<file path="src/rtl/serial_mag_compare_pkg.sv">
// -----------------------------------------------------------------------------
// cmp_pkg
// Shared definitions for the serial magnitude comparator:
//   - state encoding (2-bit) for the scan FSM
//   - default operand width and digit size
//   - helper function returning the digit-index width, clog2(WIDTH/DIGIT)
// -----------------------------------------------------------------------------
package cmp_pkg;

    localparam int DEFAULT_WIDTH = 32;
    localparam int DEFAULT_DIGIT = 4;

    typedef enum logic [1:0] {
        S_IDLE = 2'd0,
        S_SCAN = 2'd1,
        S_DONE = 2'd2
    } state_t;

    // Width of the digit index; a single-digit configuration still gets one bit
    // so the index register never collapses to zero width.
    function automatic int idx_width(input int width, input int digit);
        int n;
        n = width / digit;
        if (n <= 1) begin
            return 1;
        end else begin
            return $clog2(n);
        end
    endfunction

    localparam int DEFAULT_IDX_W = idx_width(DEFAULT_WIDTH, DEFAULT_DIGIT);

endpackage

</file>
<file path="src/rtl/serial_mag_compare_digit_compare.sv">
// -----------------------------------------------------------------------------
// digit_compare
// Combinational unsigned compare of one DIGIT-bit digit pair.
// Ports:
//   a_dig  in  DIGIT  digit of the left operand
//   b_dig  in  DIGIT  digit of the right operand
//   dgt    out 1      a_dig > b_dig
//   dlt    out 1      a_dig < b_dig
// Both outputs low means the digits are equal.
// -----------------------------------------------------------------------------
module digit_compare
    import cmp_pkg::*;
#(
    parameter int DIGIT = DEFAULT_DIGIT
) (
    input  logic [DIGIT-1:0] a_dig,
    input  logic [DIGIT-1:0] b_dig,
    output logic             dgt,
    output logic             dlt
);

    assign dgt = (a_dig > b_dig);
    assign dlt = (a_dig < b_dig);

endmodule

</file>
<file path="src/rtl/serial_mag_compare.sv">
// -----------------------------------------------------------------------------
// serial_mag_compare
// Multi-cycle magnitude comparator. Operands are captured on accept and scanned
// MSB-first one DIGIT-bit digit per cycle; the scan stops at the first
// differing digit. Signed compares are turned into unsigned ones by inverting
// the sign bit of both captured operands.
// Ports:
//   clk        in   clock, rising edge
//   rst        in   asynchronous active-high reset
//   flush      in   synchronous abort back to IDLE, drops any pending result
//   cmd_valid  in   command present
//   cmd_ready  out  command can be accepted (IDLE only)
//   a, b       in   WIDTH-bit operands
//   is_signed  in   1 = two's-complement compare
//   res_valid  out  result available
//   res_ready  in   consumer takes the result
//   lt/eq/gt   out  one-hot result while res_valid is high
//   busy       out  scanning or holding a result
// -----------------------------------------------------------------------------
module serial_mag_compare
    import cmp_pkg::*;
#(
    parameter int WIDTH = DEFAULT_WIDTH,
    parameter int DIGIT = DEFAULT_DIGIT
) (
    input  logic             clk,
    input  logic             rst,
    input  logic             flush,
    input  logic             cmd_valid,
    output logic             cmd_ready,
    input  logic [WIDTH-1:0] a,
    input  logic [WIDTH-1:0] b,
    input  logic             is_signed,
    output logic             res_valid,
    input  logic             res_ready,
    output logic             lt,
    output logic             eq,
    output logic             gt,
    output logic             busy
);

    localparam int N    = WIDTH / DIGIT;
    localparam int IW   = idx_width(WIDTH, DIGIT);
    localparam logic [IW-1:0]    IDX_TOP   = IW'(N - 1);
    localparam logic [IW-1:0]    IDX_ZERO  = {IW{1'b0}};
    localparam logic [IW-1:0]    IDX_ONE   = IW'(1);
    localparam logic [WIDTH-1:0] SIGN_MASK = {1'b1, {(WIDTH-1){1'b0}}};

    state_t           state_q, state_d;
    logic [WIDTH-1:0] a_q, a_d;
    logic [WIDTH-1:0] b_q, b_d;
    logic [IW-1:0]    idx_q, idx_d;
    logic             lt_q, lt_d;
    logic             eq_q, eq_d;
    logic             gt_q, gt_d;
    logic             res_valid_q, res_valid_d;
    logic             busy_q, busy_d;

    logic [DIGIT-1:0] a_dig;
    logic [DIGIT-1:0] b_dig;
    logic             dgt;
    logic             dlt;

    // Select the digit under examination from the captured operands.
    always_comb begin
        a_dig = a_q[int'(idx_q)*DIGIT +: DIGIT];
        b_dig = b_q[int'(idx_q)*DIGIT +: DIGIT];
    end

    digit_compare #(
        .DIGIT (DIGIT)
    ) u_digit_compare (
        .a_dig (a_dig),
        .b_dig (b_dig),
        .dgt   (dgt),
        .dlt   (dlt)
    );

    // Next-state and next-output computation for the scan FSM.
    always_comb begin
        state_d     = state_q;
        a_d         = a_q;
        b_d         = b_q;
        idx_d       = idx_q;
        lt_d        = lt_q;
        eq_d        = eq_q;
        gt_d        = gt_q;
        res_valid_d = res_valid_q;
        busy_d      = busy_q;

        case (state_q)
            S_IDLE: begin
                if (cmd_valid) begin
                    // Biasing the sign bit maps two's-complement order onto
                    // unsigned order, so the scan itself is always unsigned.
                    if (is_signed) begin
                        a_d = a ^ SIGN_MASK;
                        b_d = b ^ SIGN_MASK;
                    end else begin
                        a_d = a;
                        b_d = b;
                    end
                    lt_d    = 1'b0;
                    eq_d    = 1'b0;
                    gt_d    = 1'b0;
                    idx_d   = IDX_TOP;
                    busy_d  = 1'b1;
                    state_d = S_SCAN;
                end else begin
                    state_d = S_IDLE;
                end
            end
            S_SCAN: begin
                if (dgt) begin
                    gt_d        = 1'b1;
                    res_valid_d = 1'b1;
                    state_d     = S_DONE;
                end else if (dlt) begin
                    lt_d        = 1'b1;
                    res_valid_d = 1'b1;
                    state_d     = S_DONE;
                end else if (idx_q == IDX_ZERO) begin
                    // Last digit equal: exit here so idx never wraps.
                    eq_d        = 1'b1;
                    res_valid_d = 1'b1;
                    state_d     = S_DONE;
                end else begin
                    idx_d   = idx_q - IDX_ONE;
                    state_d = S_SCAN;
                end
            end
            S_DONE: begin
                if (res_ready) begin
                    // lt/eq/gt keep their values until the next accept.
                    res_valid_d = 1'b0;
                    busy_d      = 1'b0;
                    state_d     = S_IDLE;
                end else begin
                    state_d = S_DONE;
                end
            end
            default: begin
                res_valid_d = 1'b0;
                busy_d      = 1'b0;
                idx_d       = IDX_TOP;
                state_d     = S_IDLE;
            end
        endcase

        // Abort overrides any accept or handshake decided above.
        if (flush) begin
            state_d     = S_IDLE;
            res_valid_d = 1'b0;
            busy_d      = 1'b0;
            idx_d       = IDX_TOP;
        end else begin
            state_d = state_d;
        end
    end

    // State and output registers with asynchronous reset.
    always_ff @(posedge clk or posedge rst) begin
        if (rst) begin
            state_q     <= S_IDLE;
            a_q         <= {WIDTH{1'b0}};
            b_q         <= {WIDTH{1'b0}};
            idx_q       <= IDX_TOP;
            lt_q        <= 1'b0;
            eq_q        <= 1'b0;
            gt_q        <= 1'b0;
            res_valid_q <= 1'b0;
            busy_q      <= 1'b0;
        end else begin
            state_q     <= state_d;
            a_q         <= a_d;
            b_q         <= b_d;
            idx_q       <= idx_d;
            lt_q        <= lt_d;
            eq_q        <= eq_d;
            gt_q        <= gt_d;
            res_valid_q <= res_valid_d;
            busy_q      <= busy_d;
        end
    end

    assign cmd_ready = (state_q == S_IDLE);
    assign res_valid = res_valid_q;
    assign lt        = lt_q;
    assign eq        = eq_q;
    assign gt        = gt_q;
    assign busy      = busy_q;

endmodule

</file>
<file path="config.mk">
export PLATFORM = sky130hd
export DESIGN_NAME = serial_mag_compare
export DESIGN_NICKNAME = d
export VERILOG_FILES = /design/src/rtl/serial_mag_compare_pkg.sv /design/src/rtl/serial_mag_compare_digit_compare.sv /design/src/rtl/serial_mag_compare.sv
export SDC_FILE = /design/constraint.sdc
export NUM_CORES = 1
export LEC_CHECK = 0
export ABC_CLOCK_PERIOD_IN_PS = 2750
export CORE_UTILIZATION = 37
export DETAILED_ROUTE_END_ITERATION = 10
export SYNTH_ARGS = -nofsm -noshare
export SYNTH_HDL_FRONTEND = slang
export SYNTH_SLANG_ARGS = --single-unit
</file>
<file path="constraint.sdc">
create_clock -name clk -period 2.75 [get_ports clk]
set_clock_uncertainty 0.2 [all_clocks]
set_input_delay 0.4125 -clock clk [delete_from_list [all_inputs] [get_ports clk]]
set_output_delay 0.4125 -clock clk [all_outputs]
set_load 0.01 [all_outputs]
</file>
# Word-level counts from Yosys, hierarchy flattened
# Index checks and enable logic that the tools add are counted.
# op_classes
shifts	2
eq_ne	17
mux	33
reduce_logical	10
n_lt_le_gt_ge	2
addsub	1
bitwise	2
# op_table
op	count
$mux 32	2
$shiftx 32x6->4	2
$ne 2x2->1 const B	9
$mux 3	5
$ne 3x3->1 const B	5
$mux 1	14
$mux 2	5
$reduce_and 5->1	2
$pmux 3 s3	1
$reduce_and 3->1	3
$pmux 1 s2	3
$pmux 1 s3	2
$pmux 2 s3	1
$ne 5x5->1 const B	1
$gt 4x4->1	1
$lt 4x4->1	1
$reduce_and 4->1	1
$logic_not 3->1	1
$sub 3x1->3 const B	1
$eq 2x1->1 const B	1
$eq 2x2->1 const B	1
$logic_not 2->1	1
$not 1->1	2
$reduce_and 2->1	1
$reduce_bool 2->1	1
# totals
output_inout_bits	6
register_bits	74
word_cells	76
input_bits	70

# Logic depth before layout (Yosys ltp)
# depth
depth_word	6
mapped_depth	9
mapped_depth_nobuf	7

# By module
# A second synthesis with hierarchy kept.
# unflattened
hier_cells	241
hier_area_um2	3595.9
# modules_own_cells
module	seq_area_each_um2	area_per_inst_um2	cells_each	n_inst
serial_mag_compare	1855.5	3482.1	226	1
digit_compare	0.0	113.9	15	1

# Worst setup path after synthesis
# Ideal clock, no wire load.
# synth_timing
kind	flip-flop to flip-flop
from	register idx_q[1]
to	register idx_q[1]
arrival_ns	2.728
stages_incl_launch_ff	10
setup_slack_ns	-0.267
n_path_buf	2
required_time_ns	2.461
path_cell_list	dfstp_2 clkbuf_1 buf_2 mux4_2 mux2_4 ha_1 a21o_1 o311a_1 o21ai_0 a22oi_1
# synth_between
elab_chain_len	6
word_cells_on_any_way	15
classes_between	1 x add/sub; 2 x order compare; 3 x eq/ne; 2 x shift; 5 x mux; 2 x reduce/logical
# synth_lines
item	line	rtl
start, declared	serial_mag_compare.sv:52	logic [IW-1:0] idx_q, idx_d;
start signal, assigned	serial_mag_compare.sv:177	idx_q <= idx_d;
branches (longest 6 deep; another with $lt 4x4->1)	-	
# Parallel ways; which one is timed is not known. The select of a mux whose other input is x is not followed.
# A chain may end at the register's enable or synchronous reset.

# Final worst setup path
# layout_timing
from	register idx_q[0]
to	register res_valid_q, in the netlist res_valid
# layout_between
elab_chain_len	6
word_cells_on_any_way	11
classes_between	2 x order compare; 1 x eq/ne; 2 x shift; 4 x mux; 2 x reduce/logical
# layout_lines
item	line	rtl
$shiftx 32x6->4 (on tied branches)	serial_mag_compare.sv:66, serial_mag_compare.sv:67	
$lt 4x4->1	serial_mag_compare_digit_compare.sv:23	assign dlt = (a_dig < b_dig);
$mux 1	serial_mag_compare.sv:118	end else if (dlt) begin
$mux 1	serial_mag_compare.sv:114	if (dgt) begin
$pmux 1 s3	serial_mag_compare.sv:91	case (state_q)
$mux 1	serial_mag_compare.sv:151	if (flush) begin
end signal, assigned	serial_mag_compare.sv:181	res_valid_q <= res_valid_d;
end, declared	serial_mag_compare.sv:56	logic res_valid_q, res_valid_d;
# Parallel ways exist; a longest one is shown, timed or not.

==> metrics.md <==
| Metric | Value |
|---|---|
| Min cycle time layout | `about 3000 ps` |
| Commonest non-fill, non-tap cell in the layout | `nand2_1` |
| Synth-to-Final Area Change | `35.65%` |
| M3 GR Usage | `3.552%` |
| Most frequent cells in the layout | `nand2_1, clkdlybuf4s50_1, dfrtp_1` |
| CP arrival | `between 3000 and 4000 ps` |
| Fin nets | `521` |
| Lkg Pwr | `~2.3 nW` |
| Routability Congestion | `about 0.84` |
| Clock transition at path regs | `~90 ps` |
| CTS root buf | `clkbuf_8` |
| Sequential area share after synthesis | `a little over half` |
| Port bufs | `75` |
| M1 GR Usage | `approximately a quarter` |
| Failing checks | `negative setup slack` |
| Die width | `approximately 100 um` |
| HP Class | `in2async` |
| Fin cells | `between 500 and 600` |
| Remaining DRCs | `0` |
| Flops & latches, synth | `between 70 and 80` |
| Worst setup margin | `-218.9 ps` |
| Max IR drop VDD | `roughly 270 uV` |
| Final slew viol count | `0` |
| Global-route wire length before repair | `13650 um` |
| Skew-Pair Late Insertion Delay | `between 300 and 400 ps` |
| Pwr Density | `approximately 600 nW/um2` |
| Detailed placement HPWL | `roughly 5600 um` |
| CTS tree | `built` |
| Routed WL | `around 8300 um` |
| Layout cells sized above 1 | `about 16%` |
| Syn Nets | `435` |
| Total number of vias | `about 2800` |
| Seq pwr share | `between 40% and 50%` |
| CP required | `approximately 2800 ps` |
| Top-Level Pins | `76` |
| Final Hold Fails | `0` |
| RSZ-0062 raised after global routing | `yes` |
| Pre-antenna DRT Iters | `4` |
| Main synth FF type | `dfrtp_1` |
| Yosys warns | `0` |
| Number of DRC markers in iteration 0 | `between 100 and 150` |
| Post-Syn Area per Cell | `a little under 10 um2` |
| Overall global routing resource usage | `approximately 18%` |
| Sw Share | `a little under a third` |
| Crit-path max FO | `8` |
| Initial core utilization | `a little under two fifths` |
| Max-cap violation count | `0` |
| Max frequency | `336.8 MHz` |
| Diode count | `0` |
| Reg2reg start | `idx_q[0]` |
| Worst setup path start | `idx_q[0]` |
| Crit path to | `res_valid` |
| Worst R2R Setup Slack | `-220 ps` |
| Status | `finished with violations` |
| Cells after DPL | `556` |
| Grt ovf | `0` |
| CP Class | `reg2reg` |
| Comb pwr share | `around 27%` |
| CTS Buf Count | `9` |
| Yosys cell types | `35` |
| R2R Path End | `res_valid` |
| TNS Setup | `-1096 ps` |
| P_sw | `between 0.9 and 1 mW` |
| R2R cell count | `8` |
| Avg WL per Cell | `around 14 um` |
| Full die area | `9996 um2` |
| Clock tree sinks | `between 70 and 80` |
| Final setup fails | `9` |
| Fraction of met2 tracks used by global routing | `28.75%` |
| Vias in the first global route | `between 2000 and 3000` |
| Core footprint | `9284 um2` |
| CP startpoint kind | `flop` |
| Row cnt | `35` |
| Pre-CTS setup slack | `-276.4 ps` |
| CTS H-tree lvls | `3` |
| Final period util | `108.0%` |
| Int Pwr | `2.042 mW` |
| Cell Area, Synth | `between 3000 and 4000 um2` |
| Syn Inst Count | `359` |
| Largest net degree at the start of global routing | `38` |
| Chip Height | `99.98 um` |
| Setup crit end kind | `flop` |
| Top Usage Layer GRT | `met2` |
| Worst slew pin tran | `618.0 ps` |
| Clk buf depth | `2` |
| Antenna Nets Post-Route | `0` |
| Initial antenna violation count | `0` |
| Asr flop ratio synth | `100.0%` |
| Vias per inst | `approximately 4.8` |
| EDFF count, synth | `0` |
| Clk pwr share | `roughly a quarter` |
| Max_slew headroom | `58.37%` |
## per-stage QoR
step	area [um2]	total power, mW	hold WS, ps	utilization (%)
after floorplan	3573	1.817	237.3	-
after global placement	4513	2.087	250.7	48.61
after detailed placement	4513	2.114	257.6	48.61
after CTS	4802	2.934	148.2	51.73
after global routing	4818	3.131	165.1	51.90
final	4818	2.957	141.7	51.90
## critical path, stage by stage, from the launching register on
cell and delay [ps]:
dfstp_2 590, buf_12 160, mux4_2 510, mux2_4 300, ha_4 250, a21o_4 220
o311ai_4 350, a21oi_1 120, a211oi_1 190
## synthesized netlist by cell type, types with 2 or more instances
cell / count / area share, %
inv_1: 4 / 0.42
nand2_1: 192 / 20
buf_2: 7 / 0.99
xnor2_1: 2 / 0.49
dfrtp_1: 71 / 50
a22o_1: 2 / 0.49
nor2_1: 7 / 0.74
ha_1: 6 / 2.1
a22oi_1: 2 / 0.42
nand2b_1: 2 / 0.35
dfstp_2: 3 / 2.2
clkbuf_1: 9 / 0.95
nor3_1: 2 / 0.28
mux2_2: 3 / 0.95
mux2i_1: 4 / 1.1
o21ai_0: 5 / 0.70
a211oi_1: 2 / 0.42
a21oi_1: 5 / 0.70
mux4_1: 15 / 11
## registers in the layout, indices dropped and copies added, names as in the netlist, 2 cells and up
register / flops
a_q: 32
state_q: 2
b_q: 32
idx_q: 3
## power groups by stage
stage | clock network, mW | logic, mW | registers, mW
2_1_floorplan | 0 | 0.449 | 1.37
3_3_place_gp | 0 | 0.686 | 1.40
3_5_place_dp | 0 | 0.713 | 1.40
4_1_cts | 0.782 | 0.767 | 1.38
5_1_grt | 0.830 | 0.889 | 1.41
6_report | 0.768 | 0.801 | 1.39
## worst min path at each step
stage | start | to | depth (start not counted)
after floorplan | a_q[20] | a_q[20] | 2
after global placement | a_q[4] | a_q[4] | 2
after detailed placement | a_q[9] | a_q[9] | 2
after CTS | rst | a_q[22] | 2
after global routing | rst | b_q[0] | 2
final | rst | a_q[22] | 2
## cell type report
type                       count  area (um2)
clock buffer                  10       127.6
inverter                       4       15.01
fill                         888        4466
multi-input combinational    263        1664
sequential                    74        1856
clock inverter                 6       50.05
timing repair buffer          93       944.7
tap                          129       161.4
## cell families (layout without fill, tap and decap cells)
| logic type | count (synthesis) | in the layout | synth area share, % |
|---|---|---|---|
| buffers and inverters | 22 | 113 | 3.240 |
| adder cells (fa/ha/maj) | 6 | 6 | 2.113 |
| AO/OA/AOI/OAI | 23 | 23 | 4.931 |
| flip-flops | 74 | 74 | 52.24 |
| AND/OR/NAND/NOR | 208 | 208 | 22.75 |
| XOR/XNOR | 2 | 2 | 0.4932 |
| multiplexers | 24 | 24 | 14.23 |
## what timing repair did
action,in CTS,in global routing
gates cloned,1,0
gates resized for setup,16,16
setup endpoints to repair,9,9
hold endpoints to repair,0,0
buffers inserted,6,0
pin swaps,5,9
hold buffers,0,0
## layer usage
metal / vias to the layer above / part of all wire (%)
met5: - / 0
met4: 0 / 2.0
met3: 14 / 3.9
met2: 67 / 48
met1: 1329 / 46
li1: 1348 / -
Note: power is estimated with default switching activity, not from simulation.
